==> src/rtl/e_muldiv.sv <==
// Multi-cycle integer multiply/divide unit: MUL/MULH/MULHU and restoring radix-2 DIV/MOD.
// Optional macro E_MULDIV_DIV_EARLY_EXIT_EN skips the iteration for trivial/special divides.
module e_muldiv #(
    parameter int unsigned WIDTH   = 32,
    parameter int unsigned TAG_W   = 6,
    parameter int unsigned MUL_LAT = 2
) (
    input  logic             clk,
    input  logic             rst,
    input  logic             flush_i,
    input  logic             in_valid_i,
    output logic             in_ready_o,
    input  logic [2:0]       op_i,
    input  logic [WIDTH-1:0] r0_i,
    input  logic [WIDTH-1:0] r1_i,
    input  logic [TAG_W-1:0] tag_i,
    output logic             out_valid_o,
    input  logic             out_ready_i,
    output logic [WIDTH-1:0] result_o,
    output logic [TAG_W-1:0] tag_o
);

    localparam int unsigned CNT_MAX = (WIDTH + 1 > MUL_LAT) ? WIDTH + 1 : MUL_LAT;
    localparam int unsigned CNT_W   = $clog2(CNT_MAX + 1);
    localparam logic [WIDTH-1:0] MIN_V = {1'b1, {(WIDTH-1){1'b0}}};

    typedef enum logic [1:0] {S_IDLE, S_MUL, S_DIV, S_DONE} state_e;

    state_e             state_q, state_d;
    logic [CNT_W-1:0]   cnt_q, cnt_d;
    logic [2:0]         op_q, op_d;
    logic [WIDTH-1:0]   a_q, a_d;
    logic [WIDTH-1:0]   b_q, b_d;
    logic [WIDTH-1:0]   rem_q, rem_d;
    logic               negq_q, negq_d;
    logic               negr_q, negr_d;
    logic               div0_q, div0_d;
    logic               early_q, early_d;
    logic [WIDTH-1:0]   result_q, result_d;
    logic               valid_q, valid_d;
    logic [TAG_W-1:0]   tag_q, tag_d;

    logic               accept_c;
    logic               in_sgn_c, s0_c, s1_c;
    logic [WIDTH-1:0]   abs0_c, abs1_c;
    logic               div0_in_c, ovf_in_c, early_in_c;
    logic               msgn_c;
    logic [2*WIDTH-1:0] a_ext_c, b_ext_c, prod_c;
    logic [WIDTH-1:0]   mul_res_c;
    logic [WIDTH:0]     shifted_c, diff_c;
    logic [WIDTH-1:0]   q_fix_c, r_fix_c, div_res_c;

    assign in_ready_o  = (state_q == S_IDLE) && !rst;
    assign accept_c    = in_valid_i && (state_q == S_IDLE) && !flush_i;
    assign out_valid_o = valid_q;
    assign result_o    = result_q;
    assign tag_o       = tag_q;

    // Operand pre-processing for divides: magnitudes, sign flags, special cases
    always_comb begin
        in_sgn_c  = op_i[2] && !op_i[1];
        s0_c      = in_sgn_c && r0_i[WIDTH-1];
        s1_c      = in_sgn_c && r1_i[WIDTH-1];
        abs0_c    = s0_c ? (~r0_i + WIDTH'(1)) : r0_i;
        abs1_c    = s1_c ? (~r1_i + WIDTH'(1)) : r1_i;
        div0_in_c = (r1_i == '0);
        ovf_in_c  = in_sgn_c && (r0_i == MIN_V) && (r1_i == '1);
`ifdef E_MULDIV_DIV_EARLY_EXIT_EN
        early_in_c = op_i[2] && (div0_in_c || ovf_in_c || (abs0_c < abs1_c));
`else
        early_in_c = 1'b0;
`endif
    end

    // Full-width product; MULH sign-extends both operands, the others zero-extend
    always_comb begin
        msgn_c    = (op_q == 3'b001);
        a_ext_c   = {{WIDTH{msgn_c & a_q[WIDTH-1]}}, a_q};
        b_ext_c   = {{WIDTH{msgn_c & b_q[WIDTH-1]}}, b_q};
        prod_c    = a_ext_c * b_ext_c;
        case (op_q[1:0])
            2'b00:   mul_res_c = prod_c[WIDTH-1:0];
            2'b11:   mul_res_c = '0;
            default: mul_res_c = prod_c[2*WIDTH-1:WIDTH];
        endcase
    end

    // Restoring divide step and final sign fix-up
    always_comb begin
        shifted_c = {rem_q, a_q[WIDTH-1]};
        diff_c    = shifted_c - {1'b0, b_q};
        q_fix_c   = negq_q ? (~a_q + WIDTH'(1)) : a_q;
        if (div0_q) begin
            q_fix_c = '1;
        end
        r_fix_c   = negr_q ? (~rem_q + WIDTH'(1)) : rem_q;
        div_res_c = op_q[0] ? r_fix_c : q_fix_c;
    end

    always_comb begin
        state_d  = state_q;
        cnt_d    = cnt_q;
        op_d     = op_q;
        a_d      = a_q;
        b_d      = b_q;
        rem_d    = rem_q;
        negq_d   = negq_q;
        negr_d   = negr_q;
        div0_d   = div0_q;
        early_d  = early_q;
        result_d = result_q;
        valid_d  = valid_q;
        tag_d    = tag_q;

        unique case (state_q)
            S_IDLE: begin
                if (accept_c) begin
                    op_d    = op_i;
                    tag_d   = tag_i;
                    cnt_d   = '0;
                    early_d = early_in_c;
                    div0_d  = op_i[2] && div0_in_c;
                    negq_d  = s0_c ^ s1_c;
                    negr_d  = s0_c;
                    if (op_i[2]) begin
                        state_d = S_DIV;
                        b_d     = abs1_c;
                        a_d     = abs0_c;
                        rem_d   = '0;
                        if (early_in_c) begin
                            // Skip iterations: one spacer cycle, then fix-up
                            cnt_d = CNT_W'(WIDTH - 1);
                            if (div0_in_c) begin
                                a_d   = '0;
                                rem_d = abs0_c;
                            end else if (ovf_in_c) begin
                                a_d   = MIN_V;
                                rem_d = '0;
                            end else begin
                                a_d   = '0;
                                rem_d = abs0_c;
                            end
                        end
                    end else begin
                        state_d = S_MUL;
                        a_d     = r0_i;
                        b_d     = r1_i;
                    end
                end
            end
            S_MUL: begin
                if ((op_q[1:0] == 2'b11) || (cnt_q == CNT_W'(MUL_LAT - 1))) begin
                    result_d = mul_res_c;
                    valid_d  = 1'b1;
                    state_d  = S_DONE;
                end else begin
                    cnt_d = cnt_q + CNT_W'(1);
                end
            end
            S_DIV: begin
                if (cnt_q == CNT_W'(WIDTH)) begin
                    result_d = div_res_c;
                    valid_d  = 1'b1;
                    state_d  = S_DONE;
                end else begin
                    cnt_d = cnt_q + CNT_W'(1);
                    if (!early_q) begin
                        if (!diff_c[WIDTH]) begin
                            rem_d = diff_c[WIDTH-1:0];
                            a_d   = {a_q[WIDTH-2:0], 1'b1};
                        end else begin
                            rem_d = shifted_c[WIDTH-1:0];
                            a_d   = {a_q[WIDTH-2:0], 1'b0};
                        end
                    end
                end
            end
            S_DONE: begin
                if (out_ready_i) begin
                    valid_d = 1'b0;
                    state_d = S_IDLE;
                end
            end
            default: state_d = S_IDLE;
        endcase

        // Flush discards any in-flight or held result
        if (flush_i) begin
            state_d = S_IDLE;
            valid_d = 1'b0;
        end
    end

    always_ff @(posedge clk) begin
        if (rst) begin
            state_q  <= S_IDLE;
            cnt_q    <= '0;
            op_q     <= '0;
            a_q      <= '0;
            b_q      <= '0;
            rem_q    <= '0;
            negq_q   <= 1'b0;
            negr_q   <= 1'b0;
            div0_q   <= 1'b0;
            early_q  <= 1'b0;
            result_q <= '0;
            valid_q  <= 1'b0;
            tag_q    <= '0;
        end else begin
            state_q  <= state_d;
            cnt_q    <= cnt_d;
            op_q     <= op_d;
            a_q      <= a_d;
            b_q      <= b_d;
            rem_q    <= rem_d;
            negq_q   <= negq_d;
            negr_q   <= negr_d;
            div0_q   <= div0_d;
            early_q  <= early_d;
            result_q <= result_d;
            valid_q  <= valid_d;
            tag_q    <= tag_d;
        end
    end

endmodule

==> config.mk <==
export PLATFORM = sky130hd
export DESIGN_NAME = e_muldiv
export DESIGN_NICKNAME = d
export VERILOG_FILES = /design/src/rtl/e_muldiv.sv
export SDC_FILE = /design/constraint.sdc
export NUM_CORES = 2
export LEC_CHECK = 0
export CAP_MARGIN = 15
export CORE_MARGIN = 4
export CORE_UTILIZATION = 33
export CTS_CLUSTER_SIZE = 14
export DETAILED_ROUTE_END_ITERATION = 6
export GPL_TIMING_DRIVEN = 0
export PLACE_DENSITY_LB_ADDON = 0.08
export SYNTH_ARGS = -nofsm -noshare
export SYNTH_HDL_FRONTEND = slang
export SYNTH_SLANG_ARGS = --single-unit
==> constraint.sdc <==
create_clock -name clk -period 24.9 [get_ports clk]
set_input_delay 7.47 -clock clk [delete_from_list [all_inputs] [get_ports clk]]
set_output_delay 7.47 -clock clk [all_outputs]
set_load 0.01 [all_outputs]
==> reports/qor.yml <==
pwr:
  leakage_nw: 23.0
  vdd_drop_max_v: 0.0000347
  p_per_area_mw_per_mm2: 34.1
setup_path:
  arrival_ns: 9.95
  slowest_stage: "clkbuf_1"
  critPathRequiredTime_ns: 17.43
  reg2regPathDepth: 32
  rrSetupSlack_ns: 12.08
  end_kind: "output port"
  crit_chain: "clkdlybuf4s50_1 > clkbuf_1 > clkbuf_1 > nor2b_1 > clkdlybuf4s50_1"
  r2r_end: "result_o[29]"
  critPathMaxStageDelay_ns: 0.84
  cp-start-kind: "input port"
  cp_max_fo: 10
  criticalPathCategory: "input port to output port"
  regToRegStartpoint: "op_q[1]"
route:
  num_vias: 40501
  via_per_inst: 5.14
  avgRoutedWirePerCell_um: 27.3
  ant_nets: 0
  remaining_drc_errors: 0
  drt-initial-drc-count: 3260
  dr.pass1.iters: 5
  finalWirelength_um: 215000
global_routing:
  antenna_found_initial: 32
  grt_max_degree: 17
  groute.usage.overall_pct: 28.3
  grt_overflow: 0
  grt_pass1_wl_um: 310000
  grt_pass1_vias: 42224
cells_and_area:
  syn_to_final_growth_pct: 9.03
  final_common_cell: "inv_1"
  final_nets: 7388
  regArea_sq_mm: 0.00298
  multiInputGateArea_sq_mm: 0.0400
  mostFrequentLayoutCells: "inv_1, fa_1, nand2_1"
  fillCellCount: 15767
  fin_cells: 7881
  drive_gt1_share_pct: 1.53
timing:
  setup_tns_ns: 0
  clock_skew_ns: 0.0157
  fin_crit_sh_pct: 69.9
  fmax_ghz: 0.0574
  hold_violations: 0
  relSlewSlack_pct: 8.12
  setup_violations: 0
  post-route-min-period_ns: 17.42
  rsz0062_at_grt: "false"
  tightest_slew_ns: 1.38
  slew_viol_final: 0
clock_network:
  clock_sinks: 149
  h-tree-depth: 4
  clockRootBuffer: "clkbuf_16"
  cts.clk_slew.worst_paths_ns: 0.07
  cts_made_buffers: 17
  cts_buffer_depth: 2
  post_cts.repair.setup_buffers: 0
  clk_latency_ns: 0.47
  holdBufCountCts: 0
  cts_tree: "yes"
  post_cts_resized: 0
outcome:
  run_status: "completed"
place:
  dpl.hpwl_um: 182000
  port_buffers: 117
  dp_cells: 7830
  gp_congestion: 0.936
yosys:
  synthArstFlopShare_pct: 0
  synth_nets: 7241
  ys_ff_latch: 149
  synth_edf_count: 0
  synth_area_sq_mm: 0.0489
  synth_flop_cell: "dfxtp_1"
  ys.warnings.count: 0
  syn_area_per_cell_sq_um: 8.47
  syn_inst: 5777
  yosysSeqAreaShare_pct: 6.10
  synth_cell_types: 81
die:
  die-area_sq_mm: 0.155
  core_area_sq_mm: 0.147
  die_h_um: 393
  fp.dieW_um: 393
  start_util_pct: 33.2
  rows: 141
  pin_count: 118
min_path:
  hold_path_class: "register to register"
  worstHoldStart: "result_o[19]"
  holdPathEnd: "result_o[19]"
  whs_path_depth: 2
job:
  maxCapViolations: 0
-- where the power goes --
group | internal [W] | total [W] | switching [W]
clock | 0.000151 | 0.000282 | 0.000131
combinational | 0.000391 | 0.00127 | 0.000874
sequential | 0.000254 | 0.000273 | 0.0000192
total | 0.000796 | 0.00182 | 0.00102
-- metrics by stage --
| step | instance area, sq um | total power (W) | hold WS [ns] | setup slack [ns] | util (%) |
|---|---|---|---|---|---|
| final | 53400 | 0.00182 | 0.453 | 7.48 | 36.2 |
| after global routing | 53300 | 0.00193 | 0.474 | 7.43 | 36.2 |
| after CTS | 53200 | 0.00181 | 0.456 | 7.52 | 36.1 |
| after detailed placement | 52700 | 0.00152 | 0.444 | 7.52 | 35.7 |
| after global placement | 52500 | 0.00152 | 0.442 | 7.51 | 35.6 |
| after floorplan | 48900 | 0.000977 | 0.437 | 9.32 | - |
-- metal layers --
metal	vias up	routed length, um	track usage [%]
met5	-	51	0
met4	8	7870	8.69
met3	239	14400	5.20
met2	1275	99200	45.6
met1	21299	93800	38.8
li1	17680	-	-
-- cell families after synthesis --
family / share of synthesized area [%]
fa+ha+maj: 52.7
simple gates: 16.1
buf+inv: 12.1
mux: 0.678
compound gates: 8.61
flops: 6.10
xor+xnor: 3.72
-- sequential cells by signal (all words and copies together), names as in the netlist --
name and count:
a_q 32, b_q 32, rem_q 32, result_o 32, cnt_q 6, tag_o 6, op_q 3, state_q 2
div0_q 1, negq_q 1, negr_q 1, out_valid_o 1
-- critical path: cells and delay by family --
family / cells / cell delay [ns]
and+or+nand+nor: 1 / 0.10
buffers and inverters: 4 / 2.38
-- cell type report --
class,instances,area share [%]
plain buffers,359,2.57
inverters,1214,8.54
clock buffers,17,0.797
flip-flops and latches,149,5.59
repair buffers,128,2.54
diodes,15,0.0704
multi-input cells,4055,75.0
clock inverters,14,0.314
well taps,1930,4.53
-- worst max-delay path by stage --
stage,start,endpoint,slack (ns)
floorplan,rst,in_ready_o,9.32
global placement,rst,in_ready_o,7.51
detailed placement,rst,in_ready_o,7.52
CTS,rst,in_ready_o,7.52
global route,rst,in_ready_o,7.43
finish,rst,in_ready_o,7.48
-- cells in the mapped netlist (8+ instances only) --
cell / n / share of area, %
a211oi_1: 46 / 0.71
a21o_1: 49 / 0.75
a21oi_1: 187 / 1.9
a221oi_1: 13 / 0.23
a22oi_1: 17 / 0.26
a311oi_1: 8 / 0.14
a31oi_1: 18 / 0.23
and2_1: 246 / 3.1
and3_1: 37 / 0.47
buf_1: 43 / 0.33
clkbuf_1: 312 / 2.4
dfxtp_1: 149 / 6.1
fa_1: 1126 / 46
ha_1: 260 / 6.6
inv_1: 1212 / 9.3
mux2i_1: 32 / 0.65
nand2_1: 1038 / 8.0
nand2b_1: 12 / 0.15
nand3_1: 46 / 0.47
nand3b_1: 8 / 0.12
nand4_1: 17 / 0.22
nor2_1: 224 / 1.7
nor2b_1: 21 / 0.27
nor3_1: 34 / 0.35
nor4_1: 18 / 0.23
o21a_1: 19 / 0.29
o21ai_0: 134 / 1.4
o21ai_1: 45 / 0.46
o21bai_1: 12 / 0.18
o31ai_1: 28 / 0.43
o41ai_1: 15 / 0.27
or2_2: 15 / 0.19
or3_1: 18 / 0.23
or4_1: 15 / 0.23
xnor2_1: 109 / 2.0
xor2_1: 99 / 1.8
(Power assumes the default switching activity.)
